## src/rtl/serial_feeder_1101_if.sv

```systemverilog
// rtl/serial_feeder_1101_if.sv - word handshake and serial output bundle for serial_feeder_1101
interface serial_feeder_1101_if #(
   parameter int WIDTH = 8
);
   logic [WIDTH-1:0] din;
   logic             din_valid;
   logic             din_ready;
   logic             x;
   logic             x_valid;
   logic             busy;
   logic [7:0]       words_sent;

   modport master (
      output din, din_valid,
      input  din_ready, x, x_valid, busy, words_sent
   );

   modport slave (
      input  din, din_valid,
      output din_ready, x, x_valid, busy, words_sent
   );
endinterface

```

## src/rtl/serial_feeder_1101.sv

```systemverilog
// rtl/serial_feeder_1101.sv - gapless parallel-to-serial feeder for the 1101 detector
// SERIAL_LSB_FIRST_EN selects LSB-first order; MSB-first when undefined.
module serial_feeder_1101 #(
   parameter int WIDTH = 8
) (
   input logic                 clk,
   input logic                 reset,
   serial_feeder_1101_if.slave bus
);
   localparam int CW = $clog2(WIDTH);
   localparam logic [CW-1:0] LAST_CNT = CW'(WIDTH - 1);

   typedef enum logic {
      IDLE  = 1'b0,
      SHIFT = 1'b1
   } state_t;

   state_t           state_q, state_d;
   logic [WIDTH-1:0] sr_q, sr_d, sr_shift;
   logic [CW-1:0]    cnt_q, cnt_d;
   logic             x_q, x_d;
   logic             x_valid_q, x_valid_d;
   logic [7:0]       words_q, words_d;
   logic             last_bit;
   logic             ready;
   logic             accept;
   logic             first_bit;

`ifdef SERIAL_LSB_FIRST_EN
   localparam int OUT_BIT = 0;
   assign sr_shift = {1'b0, sr_q[WIDTH-1:1]};
`else
   localparam int OUT_BIT = WIDTH - 1;
   assign sr_shift = {sr_q[WIDTH-2:0], 1'b0};
`endif

   assign first_bit = bus.din[OUT_BIT];
   assign last_bit  = (state_q == SHIFT) && (cnt_q == LAST_CNT);
   assign accept    = bus.din_valid && ready;

   always_ff @(posedge clk) begin
      if (!reset) begin
         state_q <= IDLE;
      end else begin
         state_q <= state_d;
      end
   end

   always_comb begin
      state_d = state_q;
      case (state_q)
         IDLE:    if (accept) state_d = SHIFT;
         SHIFT:   if (last_bit && !accept) state_d = IDLE;
         default: state_d = IDLE;
      endcase
   end

   // Ready is held low during reset so no word can slip in on the release edge.
   always_comb begin
      ready    = reset && ((state_q == IDLE) || last_bit);
      bus.busy = (state_q == SHIFT);
   end

   always_comb begin
      sr_d      = sr_q;
      cnt_d     = cnt_q;
      x_d       = 1'b0;
      x_valid_d = 1'b0;
      words_d   = words_q + {7'd0, last_bit};
      if (accept) begin
         sr_d      = bus.din;
         cnt_d     = '0;
         x_d       = first_bit;
         x_valid_d = 1'b1;
      end else if ((state_q == SHIFT) && !last_bit) begin
         sr_d      = sr_shift;
         cnt_d     = cnt_q + 1'b1;
         x_d       = sr_shift[OUT_BIT];
         x_valid_d = 1'b1;
      end
   end

   always_ff @(posedge clk) begin
      if (!reset) begin
         sr_q      <= '0;
         cnt_q     <= '0;
         x_q       <= 1'b0;
         x_valid_q <= 1'b0;
         words_q   <= 8'd0;
      end else begin
         sr_q      <= sr_d;
         cnt_q     <= cnt_d;
         x_q       <= x_d;
         x_valid_q <= x_valid_d;
         words_q   <= words_d;
      end
   end

   assign bus.din_ready  = ready;
   assign bus.x          = x_q;
   assign bus.x_valid    = x_valid_q;
   assign bus.words_sent = words_q;
endmodule

```

## src/flat_wrapper.sv

```systemverilog
// flat-port wrapper written by rule: the top's interface ports become plain ports
module serial_feeder_1101_flat 
#(
   parameter int WIDTH = 8
)
  (clk, reset, bus_din, bus_din_valid, bus_din_ready, bus_x, bus_x_valid, bus_busy, bus_words_sent);
  serial_feeder_1101_if #(.WIDTH(WIDTH)) bus_i ();
  input logic clk;
  input logic reset;
  input wire logic [$bits(bus_i.din)-1:0] bus_din;
  input wire logic [$bits(bus_i.din_valid)-1:0] bus_din_valid;
  output wire logic [$bits(bus_i.din_ready)-1:0] bus_din_ready;
  output wire logic [$bits(bus_i.x)-1:0] bus_x;
  output wire logic [$bits(bus_i.x_valid)-1:0] bus_x_valid;
  output wire logic [$bits(bus_i.busy)-1:0] bus_busy;
  output wire logic [$bits(bus_i.words_sent)-1:0] bus_words_sent;
  assign bus_i.din = bus_din;
  assign bus_i.din_valid = bus_din_valid;
  assign bus_din_ready = bus_i.din_ready;
  assign bus_x = bus_i.x;
  assign bus_x_valid = bus_i.x_valid;
  assign bus_busy = bus_i.busy;
  assign bus_words_sent = bus_i.words_sent;
  serial_feeder_1101 #(.WIDTH(WIDTH)) u_core (.clk(clk), .reset(reset), .bus(bus_i));
endmodule
```

## config.mk

```make
export PLATFORM = sky130hd
export DESIGN_NAME = serial_feeder_1101_flat
export DESIGN_NICKNAME = d
export VERILOG_FILES = /design/src/rtl/serial_feeder_1101_if.sv /design/src/rtl/serial_feeder_1101.sv /design/src/flat_wrapper.sv
export SDC_FILE = /design/constraint.sdc
export NUM_CORES = 1
export LEC_CHECK = 0
export CAP_MARGIN = 20
export CORE_AREA = 2 2 43 45
export DETAILED_ROUTE_END_ITERATION = 10
export DIE_AREA = 0 0 45 47
export DONT_BUFFER_PORTS = 1
export GPL_TIMING_DRIVEN = 0
export PLACE_DENSITY_LB_ADDON = 0.2
export SETUP_SLACK_MARGIN = 0.02
export SYNTH_ARGS = -nofsm -noshare
export SYNTH_HDL_FRONTEND = slang
export SYNTH_SLANG_ARGS = --single-unit
```

## constraint.sdc

```tcl
create_clock -name clk -period 2.1 [get_ports clk]
set_clock_uncertainty 0.05 [all_clocks]
set_input_delay 0.105 -clock clk [delete_from_list [all_inputs] [get_ports clk]]
set_output_delay 0.105 -clock clk [all_outputs]
set_load 0.01 [all_outputs]
```

==> results.py, run 1 <==
metrics = {
    "status": {
        "status": "complete, no violations",
    },
    "cts": {
        "cts_tree": "built",
        "cts_num_sinks": 21,
        "clock_path_buffers": 2,
        "clkSlewWorstSetupHoldPaths_ns": 0.11,
        "cts_setup_buffers": 0,
        "h-tree-depth": 1,
        "cts_buffers": 3,
        "ctsRootBufferMaster": "clkbuf_4",
        "clk-insertion-delay-late_ns": 0.30,
    },
    "floorplan": {
        "fp.dieArea_mm2": 0.00212,
        "start_util": 0.556,
        "row_count": 15,
        "fp.coreArea_mm2": 0.00165,
        "fp.dieW_um": 45,
        "die_h_um": 47,
        "io_pins": 23,
    },
    "timing": {
        "fmax_mhz": 522,
        "relSlewSlack": 0.733,
        "tightestPinTransition_ns": 0.401,
        "grt_setup_unrepaired": "false",
        "slew_viol_final": 0,
        "hold_violations": 0,
        "period_share": 0.911,
        "post-route-min-period_ns": 1.91,
        "setup_violations": 0,
        "fin_setup_tns_ns": 0,
    },
    "power": {
        "ir_worst_vdd_v": 0.000392,
        "total_power_w": 0.000682,
        "power_density_mw_per_mm2": 676,
        "p_leak_nw": 0.461,
    },
    "global_routing": {
        "antenna_found_initial": 0,
        "track_usage": 0.161,
        "grt_pass1_wl_um": 2410,
        "grt_use_met2": 0.283,
        "grt_use_met1": 0.170,
        "busiest_layer": "met2",
        "grt_max_degree": 12,
        "grt_pass1_vias": 597,
        "overflow": 0,
        "use_met3": 0.0538,
    },
    "synthesis": {
        "synth_top_family_by_area": "simple AND/OR/NAND/NOR gates",
        "synth-seq-area-share": 0.458,
        "ys_ff_latch": 21,
        "synth_cell_types": 24,
        "synth_compound_area_frac": 0.142,
        "yosys-mux-area-fraction": 0.0872,
        "synthSimpleGateAreaFrac": 0.203,
        "synth.area.top_cells": "dfxtp_1, mux2i_1, o211a_1",
        "netlist_area_um2": 918,
        "yosys.area_share.adder": 0.0545,
        "synth_xor_area_frac": 0.0286,
        "synth_area_per_cell_um2": 9.98,
        "ys_warn_count": 0,
        "netlist.top_cell.by_area": "dfxtp_1",
        "syn_nets": 107,
        "synth_top_area_frac": 0.458,
        "syn_inst": 92,
    },
    "final_layout": {
        "final_cells": 117,
        "drive_gt1_frac": 0.0800,
        "fillers": 151,
        "diodes": 0,
        "area_growth_pct": 9.81,
        "final_nets": 116,
    },
    "worst_setup_path": {
        "worstPathMaxFanout": 3,
        "path_class": "flop to flop",
        "r2r_slack_ns": 0.19,
        "cp.arrival_ns": 2.11,
        "cp-start-kind": "flop",
        "worstSetupEndpointType": "flop",
        "required_ns": 2.29,
    },
    "routing": {
        "drc": 0,
        "drt_pre_antenna_iters": 4,
        "num_vias": 646,
        "detail_route.wl_per_cell_um": 13.2,
        "vias_per_cell": 5.52,
        "drt_iter0_markers": 4,
        "postRouteAntennaNets": 0,
        "wl_um": 1540,
    },
    "place": {
        "place_inst": 109,
        "gp_congestion": 0.713,
        "post-dp-hpwl_um": 1070,
        "numPortBuffers": 0,
    },
    "worst_hold_path": {
        "hold_class": "input pin to flop",
    },
    "job": {
        "maxCapViolCount": 0,
    },
}
-- logic make-up after synthesis --
kind of cell,Yosys count
and+or+nand+nor,35
DFF,21
muxes,8
AOI/OAI and AO/OA,16
adders and majority gates,4
xor gates and xnor gates,3
buffers and inverters,5
-- sequential cells by signal, summed over array words and instances (netlist names) --
signal	flops
u_core.bus.x_valid	1
u_core.bus.words_sent	8
u_core.bus.busy	1
u_core.cnt_q	3
u_core.bus.x	1
u_core.sr_q	7
-- worst max-delay path, cell delays in order, from the launching register on --
cell and delay [ns]:
dfxtp_1 0.37, ha_1 0.17, ha_1 0.17, and2_1 0.13, ha_1 0.19, ha_2 0.21, nand3_2 0.09, or3_1 0.35
a21boi_1 0.13
-- layer usage --
| layer | part of all wire | routed length, um |
|---|---|---|
| met1 | 0.44 | 678 |
| met2 | 0.48 | 748 |
| met3 | 0.052 | 80 |
| met4 | 0.023 | 36 |
| met5 | 0 | 0 |
-- per-stage QoR --
| stage | hold slack (ns) | cell area (um2) | utilization | setup WS, ns |
|---|---|---|---|---|
| 3_5_place_dp | 0.226 | 940 | 0.569 | 0.173 |
| 2_1_floorplan | 0.210 | 918 | - | 0.340 |
| 5_1_grt | 0.00967 | 1010 | 0.611 | 0.0207 |
| 4_1_cts | 0.00610 | 1010 | 0.609 | 0.150 |
| 6_report | 0.0112 | 1010 | 0.611 | 0.186 |
| 3_3_place_gp | 0.216 | 940 | 0.569 | 0.221 |
-- cell usage in the layout, fill, tap and decap left out, types with 2 or more instances in the layout --
cell and instances:
nand2b_1 2, clkbuf_1 3, nand3_1 3, a21boi_1 2, dlygate4sd3_1 4, a21boi_0 3
o21ai_0 2, nand3b_1 2, xnor2_1 2, nor2b_1 2, ha_1 3, mux2i_1 8
clkbuf_4 3, o211a_1 6, and2_1 7, o21a_1 3, or3_1 2, dfxtp_1 21
nand2_1 13, buf_2 2
-- synth_stat cells --
master	number
buf_2	2
nand2b_1	2
nand3b_1	2
mux2i_1	8
nor2b_1	2
clkbuf_1	2
ha_1	4
xor2_1	1
nand3_2	1
o21ai_0	2
and2_1	7
nor3b_1	1
nor2_1	1
dfxtp_1	21
nor3_1	1
a21boi_1	2
nand3_1	3
or3_1	2
o21a_1	3
a21boi_0	3
o211a_1	6
xnor2_1	2
nand2_1	13
buf_4	1
-- power by group --
part           switching, W  total (W)  internal [W]
sequential        0.0000112   0.000426      0.000415
combinational     0.0000306  0.0000646     0.0000340
clock              0.000117   0.000191     0.0000740
total              0.000159   0.000682      0.000523
-- path summary, 6_finish.rpt --
path,end,cells after the start,start
setup / recovery,u_core.bus.words_sent[6],8,u_core.cnt_q[0]
hold / removal,u_core.sr_q[4],3,bus_din[4]
setup reg to reg,u_core.bus.words_sent[6],8,u_core.cnt_q[0]
hold reg to reg,u_core.bus.x,2,u_core.sr_q[6]
-- layout make-up --
cell class,instances,area [um2],area share
Buffer,5,25.0,0.0248
Clock buffer,4,26.3,0.0261
Multi-Input combinational cell,66,475,0.471
Sequential cell,21,420,0.417
Tap cell,17,21.3,0.0211
Timing Repair Buffer,4,40.0,0.0397
-- timing repair --
item	in CTS	in global routing
resized for setup	0	1
endpoints found under the hold margin	3	0
hold buffers	4	0
endpoints found under the setup margin	0	1
(Power assumes the default switching activity.)
==> run 2, diff against run 1 <==
--- a/config.mk
+++ b/config.mk
@@ -5,10 +5,11 @@
 export SDC_FILE = /design/constraint.sdc
 export NUM_CORES = 1
 export LEC_CHECK = 0
+export ABC_AREA = 1
 export CAP_MARGIN = 20
-export CORE_AREA = 2 2 43 45
+export CORE_AREA = 2 2 44 46
 export DETAILED_ROUTE_END_ITERATION = 10
-export DIE_AREA = 0 0 45 47
+export DIE_AREA = 0 0 46 48
 export DONT_BUFFER_PORTS = 1
 export GPL_TIMING_DRIVEN = 0
 export PLACE_DENSITY_LB_ADDON = 0.2
@@ -16,3 +17,4 @@
 export SYNTH_ARGS = -nofsm -noshare
 export SYNTH_HDL_FRONTEND = slang
 export SYNTH_SLANG_ARGS = --single-unit
+export TNS_END_PERCENT = 100
==> run 2 against run 1 <==
Clock power barely moved. Count of clock-buffer cells in the layout did not move. Wire length rose by 25%. Critical path depth rose by 1. Power rose by 1.3%. Register-to-register slack barely moved. Die area rose by 4.4%.
==> results.py, run 2 <==
metrics = {
    "timing": {
        "tightestPinTransition_ns": 0.255,
        "post-route-min-period_ns": 1.93,
        "relSlewSlack": 0.829,
        "fin_setup_tns_ns": 0,
        "setup_violations": 0,
        "grt_setup_unrepaired": "false",
        "slew_viol_final": 0,
        "holdWs_ns": 0.00890,
        "fmax_mhz": 519,
        "hold_violations": 0,
        "period_share": 0.917,
    },
    "global_routing": {
        "track_usage": 0.189,
        "overflow": 0,
        "grt_pass1_wl_um": 2960,
        "antenna_found_initial": 0,
        "grt_pass1_vias": 742,
        "grt_max_degree": 12,
    },
    "final_layout": {
        "area_growth_pct": 10.3,
        "final_cell_mix": "nand2_1, nor2_1, dfxtp_1",
        "diodes": 0,
        "fillers": 157,
        "final_common_cell": "nand2_1",
        "drive_gt1_frac": 0.103,
        "largest_reg_flops": 8,
        "final_nets": 162,
        "final_cells": 163,
    },
    "routing": {
        "num_vias": 864,
        "drc": 0,
        "postRouteAntennaNets": 0,
        "vias_per_cell": 5.30,
        "drt_pre_antenna_iters": 4,
        "detail_route.wl_per_cell_um": 11.8,
        "wl_um": 1930,
        "drt_iter0_markers": 6,
    },
    "floorplan": {
        "start_util": 0.585,
        "io_pins": 23,
        "fp.dieArea_mm2": 0.00221,
        "row_count": 15,
        "fp.dieW_um": 46,
        "die_h_um": 48,
        "fp.coreArea_mm2": 0.00169,
    },
    "worst_setup_path": {
        "path_class": "flop to flop",
        "cp.arrival_ns": 2.13,
        "cp-start-kind": "flop",
        "cp_slowest_cell": "dlygate4sd3_1",
        "crit_chain": "ha_1, ha_2, inv_2, nand2_4, nand3_2, inv_1, nand2_1, a21oi_1, dlygate4sd3_1",
        "crit_cells": 9,
        "path_buf_inv": 3,
        "worstSetupEndpointType": "flop",
        "max_stage_delay_ns": 0.56,
        "crit_family": "buffers and inverters",
        "worstPathMaxFanout": 5,
        "worstRegToRegCells": 9,
        "required_ns": 2.30,
    },
    "cts": {
        "cts_tree": "built",
        "clock_path_buffers": 2,
        "cts_buffers": 3,
        "cts_num_sinks": 21,
        "clkSlewWorstSetupHoldPaths_ns": 0.11,
        "clk-insertion-delay-late_ns": 0.30,
        "ctsRootBufferMaster": "clkbuf_4",
        "h-tree-depth": 1,
        "cts_setup_buffers": 0,
    },
    "worst_hold_path": {
        "hold_depth": 4,
        "hold_class": "input pin to flop",
    },
    "synthesis": {
        "netlist.top_cell.by_area": "dfxtp_1",
        "syn_nets": 152,
        "synth.area.top_cells": "dfxtp_1, nand2_1, nor2_1",
        "synth_edf_count": 0,
        "synth_area_per_cell_um2": 7.21,
        "synth_common_cells": "nand2_1, nor2_1, dfxtp_1",
        "synth_top_area_frac": 0.425,
        "synth_ff_type": "dfxtp_1",
        "synthArstFlopShare": 0,
        "synth-seq-area-share": 0.425,
        "ys_warn_count": 0,
        "synth_cell_types": 20,
        "netlist_area_um2": 988,
        "ys_ff_latch": 21,
        "syn_inst": 137,
        "yosysMostFrequentCell": "nand2_1",
    },
    "status": {
        "status": "complete, no violations",
    },
    "power": {
        "p_leak_nw": 0.540,
        "power_density_mw_per_mm2": 634,
        "ir_worst_vdd_v": 0.000571,
        "total_power_w": 0.000691,
    },
    "place": {
        "gp_congestion": 0.730,
        "place_inst": 154,
        "post-dp-hpwl_um": 1370,
        "numPortBuffers": 0,
    },
    "job": {
        "maxCapViolCount": 0,
    },
}
## run 2: repair_timing
action,CTS,global route
hold endpoints to repair,4,0
setup endpoints to repair,0,2
hold buffers,5,0
resized for setup,0,2
## run 2: final timing paths
| check | end | slack (ns) | from |
|---|---|---|---|
| max | u_core.bus.x | 0.17 | u_core.cnt_q[0] |
| min | u_core.sr_q[2] | 0.009 | reset |
| max reg2reg | u_core.bus.x | 0.17 | u_core.cnt_q[0] |
| min reg2reg | u_core.cnt_q[2] | 0.50 | u_core.cnt_q[2] |
## run 2: metal layers
metal  part of all wire  track usage
met2               0.50        0.347
met4              0.020        0.103
met5                  0            0
met3              0.052       0.0302
met1               0.43        0.208
## run 2: area by class of cell
type | instances | area [um2] | area share
tap | 17 | 21.3 | 0.0195
inverter | 21 | 78.8 | 0.0723
buffer | 4 | 30.0 | 0.0276
multi-input combinational | 91 | 462 | 0.424
timing repair buffer | 5 | 50.0 | 0.0459
sequential | 21 | 422 | 0.387
clock buffer | 4 | 26.3 | 0.0241
## run 2: cell families (layout without fill, tap and decap cells)
family | after synthesis | after routing | share of synthesized area
AO/OA/AOI/OAI | 12 | 12 | 0.0734
XOR/XNOR | 2 | 2 | 0.0177
adder cells (fa/ha/maj) | 4 | 4 | 0.0506
buffers and inverters | 25 | 34 | 0.110
flip-flops | 21 | 21 | 0.425
AND/OR/NAND/NOR | 73 | 73 | 0.323
## run 2: metrics by stage
stage,setup WS (ns),utilization,cell area [um2]
detailed placement,0.287,0.598,1010
global placement,0.333,0.598,1010
global route,0.0387,0.645,1090
floorplan,0.437,-,988
CTS,0.113,0.643,1090
finish,0.175,0.645,1090
## run 2: worst min-delay path: stages
cell	delay, ns
nand4_1	0.07
nand2_1	0.06
nor2_1	0.03
nor2_1	0.07
## run 2: where the power goes
part | total, W | internal (W) | switching [W]
combinational | 0.0000762 | 0.0000299 | 0.0000462
sequential | 0.000420 | 0.000411 | 0.00000974
clock | 0.000194 | 0.0000742 | 0.000120
total | 0.000691 | 0.000515 | 0.000176
